### config.mk
export PLATFORM = sky130hd
export DESIGN_NAME = chip8_mem_arbiter
export DESIGN_NICKNAME = d
export VERILOG_FILES = /design/src/rtl/chip8_mem_arbiter.sv
export SDC_FILE = /design/constraint.sdc
export NUM_CORES = 1
export LEC_CHECK = 0
export ABC_AREA = 1
export BUFFER_PORTS_ARGS = -buffer_cell sky130_fd_sc_hd__buf_2
export CORE_MARGIN = 4
export CORE_UTILIZATION = 36
export DETAILED_ROUTE_END_ITERATION = 10
export PLACE_DENSITY = 0.79
export REMOVE_ABC_BUFFERS = 1
export SKIP_CTS_REPAIR_TIMING = 1
export SLEW_MARGIN = 20
export SYNTH_ARGS = -nofsm -noshare
export SYNTH_HDL_FRONTEND = slang
export SYNTH_SLANG_ARGS = --single-unit
### constraint.sdc
create_clock -name clk -period 1.5 [get_ports clk]
set_input_delay 0.225 -clock clk [delete_from_list [all_inputs] [get_ports clk]]
set_output_delay 0.225 -clock clk [all_outputs]
set_load 0.005 [all_outputs]
### src/rtl/chip8_mem_arbiter.sv
// chip8_mem_arbiter
//   Single-port arbiter/sequencer for the Chip-8 4 KB main RAM. Multiplexes
//   the SD loader upload path, the CPU and the sprite blitter onto one
//   synchronous-read RAM port, and owns the full-RAM clear that runs on
//   reset and on every loader start so no stale bytes survive between ROMs.
//
//   Optional feature: define MEM_CLEAR_EN to build the clear sequencer.
//   Without it reset goes straight to arbitration, clear_req is ignored,
//   busy is tied low and no clear counter exists.
//
// Ports
//   clk, reset              system clock, synchronous active-high reset
//   clear_req               one-cycle pulse requesting a full RAM clear
//   busy                    high while clearing (and in reset when clearing is built)
//   {ld,cpu,blt}_req/_we/_addr/_wdata   requester access, held until granted
//   {ld,cpu,blt}_gnt        grant; the access executes on the RAM this cycle
//   cpu_rvalid, blt_rvalid  read data valid on rdata, one cycle after a read grant
//   rdata                   RAM read data passthrough
//   mem_addr/_we/_wdata     RAM port, mem_rdata RAM read data (1-cycle latency)
module chip8_mem_arbiter #(
    parameter int ADDR_W = 12,
    parameter int DATA_W = 8
) (
    input  logic              clk,
    input  logic              reset,
    input  logic              clear_req,
    output logic              busy,

    input  logic              ld_req,
    input  logic              ld_we,
    input  logic [ADDR_W-1:0] ld_addr,
    input  logic [DATA_W-1:0] ld_wdata,
    output logic              ld_gnt,

    input  logic              cpu_req,
    input  logic              cpu_we,
    input  logic [ADDR_W-1:0] cpu_addr,
    input  logic [DATA_W-1:0] cpu_wdata,
    output logic              cpu_gnt,
    output logic              cpu_rvalid,

    input  logic              blt_req,
    input  logic              blt_we,
    input  logic [ADDR_W-1:0] blt_addr,
    input  logic [DATA_W-1:0] blt_wdata,
    output logic              blt_gnt,
    output logic              blt_rvalid,

    output logic [DATA_W-1:0] rdata,

    output logic [ADDR_W-1:0] mem_addr,
    output logic              mem_we,
    output logic [DATA_W-1:0] mem_wdata,
    input  logic [DATA_W-1:0] mem_rdata
);

    logic              in_clear;
    logic [ADDR_W-1:0] clr_addr;

`ifdef MEM_CLEAR_EN
    localparam logic [ADDR_W-1:0] LAST_ADDR = '1;

    typedef enum logic {ST_CLEAR, ST_ARB} state_t;

    state_t            state, state_nx;
    logic [ADDR_W-1:0] clr_cnt, clr_cnt_nx;

    always_ff @(posedge clk) begin
        if (reset) begin
            state   <= ST_CLEAR;
            clr_cnt <= '0;
        end else begin
            state   <= state_nx;
            clr_cnt <= clr_cnt_nx;
        end
    end

    always_comb begin
        state_nx   = state;
        clr_cnt_nx = clr_cnt;
        case (state)
            ST_CLEAR: begin
                // Last address written this cycle; counter wraps back to 0.
                clr_cnt_nx = clr_cnt + 1'b1;
                if (clr_cnt == LAST_ADDR)
                    state_nx = ST_ARB;
            end
            ST_ARB: begin
                // The grant issued this cycle still completes; clearing
                // starts on the next cycle.
                if (clear_req) begin
                    state_nx   = ST_CLEAR;
                    clr_cnt_nx = '0;
                end
            end
        endcase
    end

    assign in_clear = (state == ST_CLEAR);
    assign clr_addr = clr_cnt;
    assign busy     = reset | in_clear;
`else
    logic unused_clear_req;
    assign unused_clear_req = clear_req;
    assign in_clear = 1'b0;
    assign clr_addr = '0;
    assign busy     = 1'b0;
`endif

    // 1 = blitter took the last cpu/blt grant, so the CPU wins the next tie.
    logic              last_blt;
    logic [ADDR_W-1:0] addr_q;
    logic              arb_en;

    assign arb_en = ~reset & ~in_clear;

    always_comb begin
        ld_gnt  = arb_en & ld_req;
        cpu_gnt = arb_en & ~ld_req & cpu_req & (~blt_req | last_blt);
        blt_gnt = arb_en & ~ld_req & blt_req & (~cpu_req | ~last_blt);
    end

    // RAM port mux. With no access the address holds so the RAM sees a
    // stable port between grants.
    always_comb begin
        mem_we    = 1'b0;
        mem_addr  = addr_q;
        mem_wdata = '0;
        if (!reset && in_clear) begin
            mem_we    = 1'b1;
            mem_addr  = clr_addr;
        end else if (ld_gnt) begin
            mem_we    = ld_we;      // loader read: granted, nothing happens
            mem_addr  = ld_addr;
            mem_wdata = ld_wdata;
        end else if (cpu_gnt) begin
            mem_we    = cpu_we;
            mem_addr  = cpu_addr;
            mem_wdata = cpu_wdata;
        end else if (blt_gnt) begin
            mem_we    = blt_we;
            mem_addr  = blt_addr;
            mem_wdata = blt_wdata;
        end
    end

    always_ff @(posedge clk) begin
        if (reset) begin
            last_blt   <= 1'b1;
            addr_q     <= '0;
            cpu_rvalid <= 1'b0;
            blt_rvalid <= 1'b0;
        end else begin
            if (cpu_gnt)
                last_blt <= 1'b0;
            else if (blt_gnt)
                last_blt <= 1'b1;
            addr_q     <= mem_addr;
            cpu_rvalid <= cpu_gnt & ~cpu_we;
            blt_rvalid <= blt_gnt & ~blt_we;
        end
    end

    assign rdata = mem_rdata;

endmodule

# Word level (Yosys, flattened, before mapping)
# Cells that the tools add are included.
word_totals:
  out_inout_bits: 35
  wordCells: 33
  input_bits: 77
  regBits: 15
classes:
  muxes: 11
  n_reduce_logical: 1
  bitwise_logic: 17
op_table:
  columns: ["op", "count"]
  rows:
  - ["$mux W12", 3]
  - ["$mux W8", 3]
  - ["$and A1 B1 Y1", 8]
  - ["$not A1 Y1", 7]
  - ["$mux W1", 5]
  - ["$or A1 B1 Y1", 2]
  - ["$reduce_bool A2 Y1", 1]

# Logic depth before layout (Yosys ltp)
depth:
  depth_word: 7
  mapped_depth: 8
  depth_no_buf: 7

# Worst setup path after synthesis
# No wires, ideal clock.
synth_timing:
  path_kind: "reg2out"
  from: "register last_blt"
  to: "output port mem_addr[10]"
  path_stages_with_launch: 8
  setup_slack_ps: 328
  required_ps: 1275
  arrival_time_ps: 947
  n_path_buf: 1
  path_cell_list: "dfxtp_1 nand2_1 nand3_2 buf_4 nand2_1 nand3_1 nand2_1 nand2_1"
synth_between:
  elab_chain_cells: 6
  word_cells_on_any_way: 8
  classes_between: "mux: 3; bitwise: 5"
synth_lines:
  columns: ["item", "line", "source"]
  rows:
  - ["start: declaration", "111", "logic last_blt;"]
  - ["start signal: assignment", "149", "last_blt <= 1'b1;"]
  - ["start signal: assignment", "155", "last_blt <= 1'b0;"]
  - ["start signal: assignment", "157", "last_blt <= 1'b1;"]
  - ["$not A1 Y1", "120", "blt_gnt = arb_en & ~ld_req & blt_req & (~cpu_req | ~last_blt);"]
  - ["$or A1 B1 Y1", "120", null]
  - ["$and A1 B1 Y1", "120", null]
  - ["$mux W12", "140", "end else if (blt_gnt) begin"]
  - ["$mux W12 (*)", "136", "end else if (cpu_gnt) begin"]
  - ["$mux W12 (*)", "132", "end else if (ld_gnt) begin"]
  - ["end: declaration", "51", "output logic [ADDR_W-1:0] mem_addr,"]
# Every way passes the cells marked *; elsewhere a longest branch is shown, timed or not.

# Worst setup path in the final report
layout_timing:
  from: "register last_blt"
  to: "output port mem_wdata[0]"
layout_between:
  elab_chain_cells: 6
  word_cells_on_any_way: 8
  classes_between: "mux: 3; bitwise: 5"
layout_lines:
  columns: ["item", "line", "source"]
  rows:
  - ["$not A1 Y1", "120", null]
  - ["$or A1 B1 Y1", "120", null]
  - ["$and A1 B1 Y1", "120", null]
  - ["$mux W8", "140", null]
  - ["$mux W8 (*)", "136", null]
  - ["$mux W8 (*)", "132", null]
  - ["end: declaration", "53", "output logic [DATA_W-1:0] mem_wdata,"]
# Marked as above.

==> flow_summary_export.csv <==
group,metric,value,unit
outcome,status,"complete, but fails checks",
outcome,violations,"setup timing",
place,io_buffers,93,
synth,yosysUniqueCellTypes,18,
timing,fin_skew,2.865,ps
cells_and_area,num_antenna_cells,0,
place,pre_cts_slack,59.74,ps
place,hpwl,2829,um
timing,min_period,1637,ps
floorplan,dieWidth,64.18,um
cells_and_area,final_cell_mix,"buf_2, nand2_1, nand3_1",
cts,tritoncts,"done",
pwr,powerDensity,587.8,nW/um^2
cts,htreeDepth,1,
synth,yosys_warnings,0,
synth,syn_area_per_cell,5.886,um^2
timing,whs,103.7,ps
cts,clock-sinks,15,
setup_path,crit_path_end_kind,"primary output",
pwr,vdd.ir_drop.worst,0.3158,mV
synth,syn_inst,193,
setup_path,critPathLaunchType,"flip-flop",
min_path,hp-class,"input pin to flip-flop",
setup_path,path_cells,"inv_2 > nand2_2 > nand3_4 > clkinvlp_4 > buf_4 > nand2_1 > nand3_1 > buf_2",
drt,postRouteAntennaNets,0,
synth,yosysSeqAreaShare,0.2643,
cts,clock_path_buffers,2,
cells_and_area,areaGrowthSynthToFinish,59.47,%
pwr,p_leak,1.018,nW
setup_path,path_max_fanout,6,
cts,root_buffer,"clkbuf_4",
cells_and_area,final_common_cell,"buf_2",
synth,synth_top_area_share,0.2643,
grt,grt_pass1_vias,1415,
floorplan,row_count,20,
job,drv_cap,0,
min_path,hold_start,"cpu_we",
timing,maxSlewViolCount,0,
floorplan,core_area,3028,um^2
setup_path,criticalPathCategory,"flip-flop to primary output",
grt,grt_usage,0.1737,
cells_and_area,final_cell_area,1812,um^2
setup_path,cp_data_arrival_time,1410,ps
grt,grt_pass1_wl,5906,um
cts,numCtsBuffers,3,
floorplan,ios,112,
cts,cts.clk_slew.worst_paths,90,ps
timing,finalHoldViolCount,0,
setup_path,r2r_start,"last_blt",
grt,grt_overflow,0,
place,place.gp.congestion,0.7263,
timing,rsz0062_at_grt,"yes",
drt,dr.pass1.iters,4,
setup_path,cp_slowest_cell,"dfxtp_2",
synth,yosys_register_bits,15,
setup_path,worstPathRequired,1270,ps
drt,wl_per_cell,11.54,um
drt,avgViaCountPerCell,4.550,
synth,netlist_area,1136,um^2
drt,totalWireLength,3821,um
timing,post-route-worst-setup-slack,-136.9,ps
timing,period_share,1.091,
cells_and_area,drive_gt1_frac,0.4739,
cells_and_area,nFillCells,316,
floorplan,initial_core_util,0.3752,
cells_and_area,nets,365,
cells_and_area,utilization,0.5983,
timing,finalSetupViolCount,21,
cts,insertion_delay,280,ps
synth,synth_area_leaders,"dfxtp_1, nand2_1, nand3_1",
grt,grt_antenna_before_repair,0,
place,placed_cell_area,1639,um^2
grt,grt_max_degree,24,
setup_path,crit_path_start,"last_blt",
synth,yosysTopAreaCell,"dfxtp_1",
setup_path,cpPeakStageDelay,330,ps
place,place_inst,321,
drt,drt_iter0_markers,43,
drt,drcViolationCount,0,
floorplan,die_area,4118,um^2
cells_and_area,final_cells,331,
timing,fmax,0.6109,GHz
floorplan,die_h,64.18,um
drt,num_vias,1506,
sequential cells by signal, indices dropped and copies added (netlist names):
name	flops
blt_rvalid	1
addr_q	12
last_blt	1
cpu_rvalid	1
cells by family after synthesis:
kind of cell / Yosys count / synth area share
DFF: 15 / 0.2643
and+or+nand+nor: 138 / 0.5286
buffers and inverters: 25 / 0.1377
other: 1 / 0.003301
AOI/OAI and AO/OA: 14 / 0.06609
stage by stage:
stage / setup TNS (ps) / total power [W]
floorplan: 0 / 0.0005948
detailed placement: 0 / 0.0008072
finish: -2219 / 0.001065
global route: -4164 / 0.001136
global placement: 0 / 0.0008036
CTS: -3443 / 0.001039
final cells by class:
class | count | area (um^2) | share of cell area
multi-input cells | 153 | 752.0 | 0.4151
repair buffers | 110 | 654.4 | 0.3612
flip-flops and latches | 15 | 301.5 | 0.1664
well taps | 44 | 55.05 | 0.03039
clock buffers | 4 | 26.28 | 0.01450
inverters | 5 | 22.52 | 0.01243
where the power goes:
| group | switching (W) | total [W] | internal [W] |
|---|---|---|---|
| combinational | 0.000199 | 0.000401 | 0.000202 |
| clock | 0.000129 | 0.000233 | 0.000103 |
| sequential | 0.00000686 | 0.000431 | 0.000424 |
worst max-delay path: cells and delay by family, from the launching register on:
kind | cells | cell delay [ps]
buffers and inverters | 4 | 530
flip-flops | 1 | 330
AND/OR/NAND/NOR | 4 | 280
per-layer routing:
layer,GRT usage,vias to the layer above,part of all wire
met4,0.02111,0,0.0031
met2,0.3123,65,0.52
met5,0,-,0
li1,-,809,-
met1,0.1966,630,0.39
met3,0.07030,2,0.083
cell usage after synthesis (all sizes together):
cell type	n
nand4	12
inv	5
nor2	27
nand2	77
o211ai	1
nand3	22
clkbuf	1
a21oi	12
a22oi	1
conb	1
dfxtp	15
buf	19
final timing paths:
| check | to | slack (ps) | cells past startpoint |
|---|---|---|---|
| max | mem_wdata[0] | -140 | 8 |
| min | cpu_rvalid | 100 | 2 |
| max reg2reg | last_blt | 270 | 7 |
| min reg2reg | addr_q[9] | 590 | 4 |
No activity file was read; power rests on OpenSTA's default activity.
